$ cat src/rtl/traffic_pkg.sv
// Shared phase codes for the intersection sequencer and the display path.
// Codes 5..7 are never produced; the sequencer recovers from them via CLEAR.
package traffic_pkg;

    typedef enum logic [2:0] {
        PH_WALK   = 3'd0,
        PH_HURRY  = 3'd1,
        PH_CLEAR  = 3'd2,
        PH_YELLOW = 3'd3,
        PH_GREEN  = 3'd4
    } phase_e;

    localparam int PHASE_W = 3;

    // Fixed ring WALK -> HURRY -> GREEN -> YELLOW -> CLEAR -> WALK.
    function automatic phase_e next_phase(input phase_e ph);
        case (ph)
            PH_WALK:   return PH_HURRY;
            PH_HURRY:  return PH_GREEN;
            PH_GREEN:  return PH_YELLOW;
            PH_YELLOW: return PH_CLEAR;
            PH_CLEAR:  return PH_WALK;
            default:   return PH_CLEAR;
        endcase
    endfunction

endpackage

$ cat src/rtl/sec_tick_gen.sv
// Free-running 0..TICKS_PER_SEC-1 wrap counter producing the one-second tick.
// hold freezes the count so releasing it resumes without an extra tick.
module sec_tick_gen #(
    parameter int TICKS_PER_SEC = 25_000_000
) (
    input  logic clk,
    input  logic rst,
    input  logic hold,
    output logic tick
);

    localparam int            CW   = (TICKS_PER_SEC > 1) ? $clog2(TICKS_PER_SEC) : 1;
    localparam logic [CW-1:0] LAST = CW'(TICKS_PER_SEC - 1);

    logic [CW-1:0] tcnt_q;
    logic          at_last;

    assign at_last = (tcnt_q == LAST);
    assign tick    = at_last & ~hold;

    // NOTE: sequential state uses non-blocking assignments so every register
    // samples the pre-edge values of the others, independent of block order.
    always_ff @(posedge clk) begin
        if (rst) begin
            tcnt_q <= '0;
        end else if (!hold) begin
            tcnt_q <= at_last ? '0 : tcnt_q + 1'b1;
        end
    end

endmodule

$ cat src/rtl/traffic_phase_sequencer.sv
// Intersection phase FSM: per-phase seconds countdown, pedestrian request
// latch that clamps the remaining car green, and illegal-code recovery.
module traffic_phase_sequencer
    import traffic_pkg::*;
#(
    parameter int TICKS_PER_SEC = 25_000_000,
    parameter int WALK_SEC      = 5,
    parameter int HURRY_SEC     = 3,
    parameter int GREEN_SEC     = 9,
    parameter int YELLOW_SEC    = 2,
    parameter int CLEAR_SEC     = 1,
    parameter int PED_GREEN_SEC = 3
) (
    input  logic       clk,
    input  logic       rst,
    input  logic       ped_req,
    input  logic       hold,
    output logic [2:0] cur_phase,
    output logic [3:0] seven_num,
    output logic       ped_pending,
    output logic       phase_done
);

    localparam logic [3:0] CLEAR_DUR = 4'(CLEAR_SEC);
    localparam logic [3:0] PED_CAP   = 4'(PED_GREEN_SEC);

    logic       tick;
    phase_e     phase_q, phase_d, nxt;
    logic [3:0] sec_q, sec_d, eff;
    logic       ped_q, ped_d;
    logic       done_q, done_d;
    logic       legal, expire;

    sec_tick_gen #(
        .TICKS_PER_SEC(TICKS_PER_SEC)
    ) u_sec_tick_gen (
        .clk (clk),
        .rst (rst),
        .hold(hold),
        .tick(tick)
    );

    function automatic logic [3:0] dur_of(input phase_e ph);
        case (ph)
            PH_WALK:   return 4'(WALK_SEC);
            PH_HURRY:  return 4'(HURRY_SEC);
            PH_GREEN:  return 4'(GREEN_SEC);
            PH_YELLOW: return 4'(YELLOW_SEC);
            default:   return CLEAR_DUR;
        endcase
    endfunction

    assign legal  = (phase_q <= PH_GREEN);
    assign nxt    = next_phase(phase_q);
    // A pending pedestrian caps the remaining green, even while hold is set.
    assign eff    = (phase_q == PH_GREEN && ped_q && sec_q > PED_CAP) ? PED_CAP : sec_q;
    assign expire = legal && tick && (eff == 4'd1);

    always_comb begin
        // NOTE: every next-state signal gets a default first so no path
        // through the branches below can infer a latch.
        phase_d = phase_q;
        sec_d   = eff;
        done_d  = 1'b0;
        ped_d   = ped_q;

        if (!legal) begin
            phase_d = PH_CLEAR;
            sec_d   = CLEAR_DUR;
            done_d  = 1'b1;
        end else if (expire) begin
            phase_d = nxt;
            sec_d   = dur_of(nxt);
            done_d  = 1'b1;
        end else if (tick) begin
            sec_d   = eff - 4'd1;
        end

        // Entry into WALK clears the latch and wins over a same-cycle request.
        if (expire && nxt == PH_WALK) begin
            ped_d = 1'b0;
        end else if (ped_req && phase_q != PH_WALK && phase_q != PH_HURRY) begin
            ped_d = 1'b1;
        end
    end

    always_ff @(posedge clk) begin
        if (rst) begin
            phase_q <= PH_CLEAR;
            sec_q   <= CLEAR_DUR;
            ped_q   <= 1'b0;
            done_q  <= 1'b0;
        end else begin
            phase_q <= phase_d;
            sec_q   <= sec_d;
            ped_q   <= ped_d;
            done_q  <= done_d;
        end
    end

    assign cur_phase   = phase_q;
    assign seven_num   = sec_q;
    assign ped_pending = ped_q;
    assign phase_done  = done_q;

endmodule
$ cat config.mk
export PLATFORM = sky130hd
export DESIGN_NAME = traffic_phase_sequencer
export DESIGN_NICKNAME = d
export VERILOG_FILES = /design/src/rtl/traffic_pkg.sv /design/src/rtl/sec_tick_gen.sv /design/src/rtl/traffic_phase_sequencer.sv
export SDC_FILE = /design/constraint.sdc
export NUM_CORES = 1
export LEC_CHECK = 0
export ABC_CLOCK_PERIOD_IN_PS = 4470
export BUFFER_PORTS_ARGS = -buffer_cell sky130_fd_sc_hd__buf_4
export CORE_ASPECT_RATIO = 1.75
export CORE_MARGIN = 3
export CORE_UTILIZATION = 60
export CTS_BUF_LIST = sky130_fd_sc_hd__clkbuf_8
export DETAILED_ROUTE_END_ITERATION = 8
export HOLD_SLACK_MARGIN = 0.15
export PLACE_DENSITY = 0.83
export SLEW_MARGIN = 20
export SYNTH_ARGS = -nofsm -noshare
export SYNTH_HDL_FRONTEND = slang
export SYNTH_SLANG_ARGS = --single-unit
export TNS_END_PERCENT = 20
$ cat constraint.sdc
create_clock -name clk -period 4.47 [get_ports clk]
set_input_delay 1.1175 -clock clk [delete_from_list [all_inputs] [get_ports clk]]
set_output_delay 1.1175 -clock clk [all_outputs]
set_load 0.01 [all_outputs]
==> results of run 1 <==
worst reg2reg max path, cell delays in order, from the launching register on:
cell	delay (ns)
dfxtp_1	0.46
nand4bb_1	0.25
o21bai_1	0.30
ha_1	0.29
a21boi_2	0.32
nand4_2	0.23
or3_1	0.36
a31o_1	0.20
state kept, by name, indices dropped and copies added (netlist names):
| signal | flops |
|---|---|
| cur_phase | 3 |
| ped_pending | 1 |
| phase_done | 1 |
| seven_num | 4 |
| u_sec_tick_gen.tcnt_q | 25 |
final cells by class:
| cell class | count | area (um2) |
|---|---|---|
| well taps | 26 | 32.5 |
| fillers | 197 | 694 |
| inverters | 2 | 7.51 |
| flip-flops and latches | 34 | 681 |
| multi-input cells | 147 | 967 |
| clock buffers | 8 | 110 |
| repair buffers | 12 | 90.1 |
report_power, final:
part	leakage [nW]	internal (mW)	switching [mW]	total, mW
Clock	0.0575	0.155	0.104	0.259
Combinational	0.443	0.00952	0.0118	0.0213
Sequential	0.275	0.307	0.00492	0.312
cell usage in the layout (no fill, tap or decap), types with 2 or more instances in the layout:
master and n:
mux2i_1 4, and4_1 5, clkbuf_8 8, dfxtp_1 34, nand3_1 10, and3_1 5, xnor2_1 8, or3_1 2
nor2_1 37, xor2_1 16, ha_1 2, o21ai_0 5, nand2_1 12, buf_4 12, nand4_1 3, nor4_1 2
nor3_1 5, inv_1 2, nor2b_1 5, a21oi_1 3
per-stage QoR:
| stage | worst slack, ns | total power [mW] | util (%) | cells | area, um2 |
|---|---|---|---|---|---|
| 2_1_floorplan | 2.10 | 0.332 | - | 188 | 1680 |
| 3_3_place_gp | 1.74 | 0.339 | 68.8 | 221 | 1780 |
| 3_5_place_dp | 1.65 | 0.339 | 68.8 | 221 | 1780 |
| 4_1_cts | 1.93 | 0.598 | 73.1 | 229 | 1890 |
| 5_1_grt | 1.72 | 0.619 | 73.1 | 229 | 1890 |
| 6_report | 1.93 | 0.592 | 73.1 | 229 | 1890 |
cells by family (layout without fill, tap and decap cells):
family	after synthesis	after routing
AO/OA/AOI/OAI	16	16
XOR/XNOR	24	24
adder cells (fa/ha/maj)	2	2
buffers and inverters	7	22
flip-flops	34	34
multiplexers	4	4
AND/OR/NAND/NOR	101	101
per-layer routing:
metal | up-vias | GRT usage, % | wire (um)
li1 | 681 | - | -
met1 | 670 | 20.3 | 1250
met4 | 0 | 13.7 | 127
met2 | 31 | 40.3 | 1960
met3 | 14 | 6.38 | 110
met5 | - | 0 | 0
how the worst max path moves through the flow:
stage | end | slack, ns | depth (start not counted)
3_5_place_dp | u_sec_tick_gen.tcnt_q[12] | 1.65 | 6
4_1_cts | cur_phase[1] | 1.93 | 7
5_1_grt | u_sec_tick_gen.tcnt_q[10] | 1.72 | 6
3_3_place_gp | u_sec_tick_gen.tcnt_q[13] | 1.74 | 6
6_report | u_sec_tick_gen.tcnt_q[12] | 1.93 | 6
2_1_floorplan | cur_phase[1] | 2.10 | 5
==> results.tsv, run 1 <==
metric	value	unit
status	complete, no violations	
Setup TNS Final	0	ns
top cells by area, synth	dfxtp_1 40%, xor2_1 8.3%, nor2_1 8.3%	
Max Slew Vio Count	0	
largest family of logic cells by synthesized area	simple AND/OR/NAND/NOR gates	
fin crit share	56.7	%
hold depth	2	
share of cells above drive strength 1	15.3	%
worst-case clock buffer depth	2	
GPL Wtd Cong	0.791	
Worst Hold Class	reg -> reg	
Die X	46.0	um
fin nets	208	
Remaining Overflow, GRT	0	
DR DRC count	0	
Synth Area in Simple Gates	34.5	%
pwr dens	314	nW/um2
XOR/XNOR share of the synthesized area	12.5	%
Highest Clock Rate	0.394	GHz
number of global-route vias before repair	1372	
CP bufs+invs	1	
reg2reg end	cur_phase[1]	
Core Rows	24	
dominant cell type by area after synthesis	dfxtp_1	
Hold Slack	0.541	ns
Clock Latency Late Sink	0.28	ns
Cell Area, Synth	1680	um2
Root Buffer	clkbuf_8	
Post-synth EDFFs	0	
initial antenna violation count	0	
Adder-Cell Fraction of Synth Area	1.49	%
Final min period	2.54	ns
complex-gate fraction of the synthesized area	6.62	%
Cells after Synth	188	
CTS clock-pin slew for the worst setup and hold paths	0.06	ns
drt first pass iters	4	
core outline area	2580	um2
mux cell area share after synthesis	2.38	%
H-tree levels	2	
Worst VDD drop	0.000251	V
total wire length	3440	um
Critical Path RT	4.61	ns
Avg Cell Area, Syn	8.94	um2
# Max-Cap Violations	0	
GRT Util Overall	22.6	%
Seq cells post-synth	34	
Min-Delay Endpoint	u_sec_tick_gen.tcnt_q[24]	
most common cell in the netlist	nor2_1	
YS warnings	0	
CP Cell Sequence	buf_4, nand4b_4, nor2_4, nand3_4, nand2b_1, nor2_1	
CTS sink cnt	34	
critical path class	in -> reg	
Slew headroom	42.0	%
Yosys cell types	44	
delay-heaviest family, CP	simple AND/OR/NAND/NOR gates	
largest net degree at the start of global routing	25	
port bufs	12	
post-synthesis sequential area ratio	40.5	%
clock buffer count from CTS	5	
cell leakage power	0.775	nW
Final ANT Viol Nets	0	
antenna diode count	0	
top cells by count, synth	37 x nor2_1, 34 x dfxtp_1, 16 x xor2_1, 12 x nand2_1, 10 x nand3_1	
hold-fix buffers at CTS	0	
prevailing post-synth register cell	dfxtp_1	
post_cts resized	0	
via count	1396	
CP max FO	24	
Post CTS Setup Buffer Count	0	
Critical R2R Launch	cur_phase[2]	
HP Start	u_sec_tick_gen.tcnt_q[24]	
syn_nets	194	
Least-Margin Pin Slew	0.870	ns
Routed WL per cell	15.0	um
Hold Violations, Final	0	
top cell type's share of synthesized area	40.5	%
Vias/cell	6.10	
reg2reg setup slack	1.95	ns
Die Span Y	76.0	um
ys async rst share	0	%
Final HPWL DP	2550	um
Worst setup EP type	flip-flop	
first-iteration detailed-routing DRC count	37	
first-pass GRT wire length	5810	um
P&R area growth vs syn	12.3	%
CP max stage delay	0.65	ns
die area	3500	um2
Worst Reg-to-Reg Cells	7	
CP arrival	2.67	ns
RSZ-0062 raised after global routing	no	
initial core utilization	65.1	%
CP Launch Point	hold	
IO Pins	13	
final setup violation count	0	
cell with the largest stage delay on the worst path	nand2b_1	
CP startpoint kind	input port	
Final Skew	0.00165	ns
CTS tree	yes	
Power figures use the tool's default switching activity.
==> inputs of run 2 (changes only) <==
ABC_AREA = 1   (was default)
ABC_CLOCK_PERIOD_IN_PS = 2400   (was 4470)
PLACE_DENSITY = 0.82   (was 0.83)
clock period = 2.4 ns   (was 4.47 ns; I/O delays follow)
==> results.tsv, run 2 <==
metric	value	unit
CP max stage delay	0.46	ns
Routed WL per cell	12.8	um
Final HPWL DP	3480	um
Setup crit end	cur_phase[1]	
Crit path top cell by count	nand2_1	
Hold Violations, Final	0	
commonest non-fill, non-tap cell in the layout	nand2_1	
GRT Util Overall	24.9	%
CP Launch Point	cur_phase[2]	
Core Rows	27	
Avg Cell Area, Syn	7.05	um2
Die X	49.8	um
CP startpoint kind	flip-flop	
Die Span Y	82.7	um
Final Skew	0.00579	ns
drt first pass iters	6	
Final ANT Viol Nets	0	
Largest Register	u_sec_tick_gen.tcnt_q	
cell with the largest stage delay on the worst path	dfxtp_1	
via count	1835	
total wire length	4440	um
RSZ-0062 raised after global routing	no	
Highest Clock Rate	0.549	GHz
IO Pins	13	
Worst setup EP type	flip-flop	
CTS tree	yes	
CP max FO	8	
Slew headroom	74.9	%
core outline area	3180	um2
final setup violation count	0	
critical path class	reg -> reg	
Post CTS Setup Buffer Count	0	
Cells after Synth	286	
GPL Wtd Cong	0.903	
clock buffer count from CTS	5	
fin nets	309	
Final Power	1.15	mW
Hold Slack	0.510	ns
hold-fix buffers at CTS	0	
dominant cell type by area after synthesis	dfxtp_1	
initial core utilization	63.5	%
Least-Margin Pin Slew	0.375	ns
syn_nets	292	
largest net degree at the start of global routing	15	
post-synthesis sequential area ratio	33.8	%
CTS sink cnt	34	
Final min period	1.82	ns
prevailing post-synth register cell	dfxtp_1	
cell leakage power	1.04	nW
initial antenna violation count	0	
top cell type's share of synthesized area	33.8	%
antenna diode count	0	
Setup TNS Final	0	ns
first-iteration detailed-routing DRC count	47	
Critical Path RT	2.59	ns
CP Cell Sequence	nand2_1, inv_1, nand3_1, nand2_1, ha_1, nand2_1, inv_1, nand4_2, a21oi_1, o21ai_0	
filler cell count	290	
Worst Hold Class	reg -> reg	
DR DRC count	0	
pwr dens	508	nW/um2
status	complete, no violations	
first-pass GRT wire length	7710	um
CP arrival	2.01	ns
die area	4120	um2
max reg flops	25	
Clock Latency Late Sink	0.30	ns
non-filler instance count after layout	347	
post_cts resized	0	
Post-synth EDFFs	0	
Max Slew Vio Count	0	
Worst VDD drop	0.000599	V
CTS clock-pin slew for the worst setup and hold paths	0.08	ns
most common cell in the netlist	nand2_1	
Cell Area, Synth	2020	um2
# Max-Cap Violations	0	
port bufs	12	
fin crit share	75.9	%
reg2reg setup slack	0.58	ns
Seq cells post-synth	34	
YS warnings	0	
Root Buffer	clkbuf_8	
Remaining Overflow, GRT	0	
number of global-route vias before repair	1771	
top cells by area, synth	dfxtp_1 34%, nand2_1 9.9%, inv_1 7.8%	
reg2reg end	cur_phase[1]	
H-tree levels	2	
Yosys cell types	36	
worst-case clock buffer depth	2	
Worst Reg-to-Reg Cells	10	
placed insts	339	
Critical R2R Launch	cur_phase[2]	
Vias/cell	5.29	
utilization after layout	71.0	%
ys async rst share	0	%
share of cells above drive strength 1	19.1	%
P&R area growth vs syn	11.9	%
commonest non-fill, non-tap cells in the layout	53 x nand2_1, 42 x inv_1, 41 x nor2_1	
top cells by count, synth	53 x nand2_1, 42 x inv_1, 41 x nor2_1, 34 x dfxtp_1, 19 x a21oi_1	
[run 2: changes by cell type after synthesis, moves of 8 or more]
cell,before,now
a21oi_1,3,19
nand2_1,12,53
nand3_1,10,18
inv_1,2,42
xor2_1,16,2
xnor2_1,8,0
[run 2: stage by stage]
stage          cell area, um2  worst slack (ns)
6_report                 2250             0.578
2_1_floorplan            2020             0.728
5_1_grt                  2250             0.271
3_5_place_dp             2140             0.489
3_3_place_gp             2140             0.535
4_1_cts                  2250             0.574
[run 2: worst min-delay path by stage]
stage | start | to | slack, ns | depth (start not counted)
global placement | u_sec_tick_gen.tcnt_q[21] | u_sec_tick_gen.tcnt_q[21] | 0.49 | 1
global route | rst | phase_done | 0.55 | 2
floorplan | u_sec_tick_gen.tcnt_q[14] | u_sec_tick_gen.tcnt_q[14] | 0.46 | 2
finish | u_sec_tick_gen.tcnt_q[21] | u_sec_tick_gen.tcnt_q[21] | 0.51 | 1
detailed placement | u_sec_tick_gen.tcnt_q[14] | u_sec_tick_gen.tcnt_q[14] | 0.50 | 2
CTS | u_sec_tick_gen.tcnt_q[21] | u_sec_tick_gen.tcnt_q[21] | 0.52 | 1
[run 2: per-layer routing]
layer | vias up | global-route usage, % | routed length (um)
li1 | 955 | - | -
met1 | 828 | 22.1 | 1640
met2 | 39 | 50.7 | 2520
met3 | 13 | 5.75 | 154
met4 | 0 | 12.5 | 126
met5 | - | 0 | 0
[run 2: where the power goes]
group / switching, mW / leakage (nW) / internal [mW]
logic: 0.0242 / 0.713 / 0.0137
clock network: 0.227 / 0.0504 / 0.309
registers: 0.00444 / 0.275 / 0.568
total: 0.256 / 1.04 / 0.891
[run 2: cell type report]
class	instances	area [um2]	area share (%)
inverters	48	180	7.99
clock buffers	5	68.8	3.05
flip-flops and latches	34	681	30.2
well taps	43	53.8	2.39
clock inverters	3	45.0	2.00
multi-input cells	202	1140	50.4
repair buffers	12	90.1	4.00
[run 2: cell families (layout without fill, tap and decap cells)]
group / count (synthesis) / in the layout / share of synthesized area (%)
buffers and inverters: 50 / 68 / 9.87
adder cells (fa/ha/maj): 2 / 2 / 1.24
XOR/XNOR: 2 / 2 / 0.869
AND/OR/NAND/NOR: 160 / 160 / 43.0
flip-flops: 34 / 34 / 33.8
AO/OA/AOI/OAI: 38 / 38 / 11.3
[run 2: worst max-delay path: cells and delay by family (launching register included)]
| kind | cells | cell delay, ns |
|---|---|---|
| compound gates | 2 | 0.27 |
| fa+ha+maj | 1 | 0.15 |
| buf+inv | 2 | 0.16 |
| flops | 1 | 0.46 |
| simple gates | 5 | 0.66 |
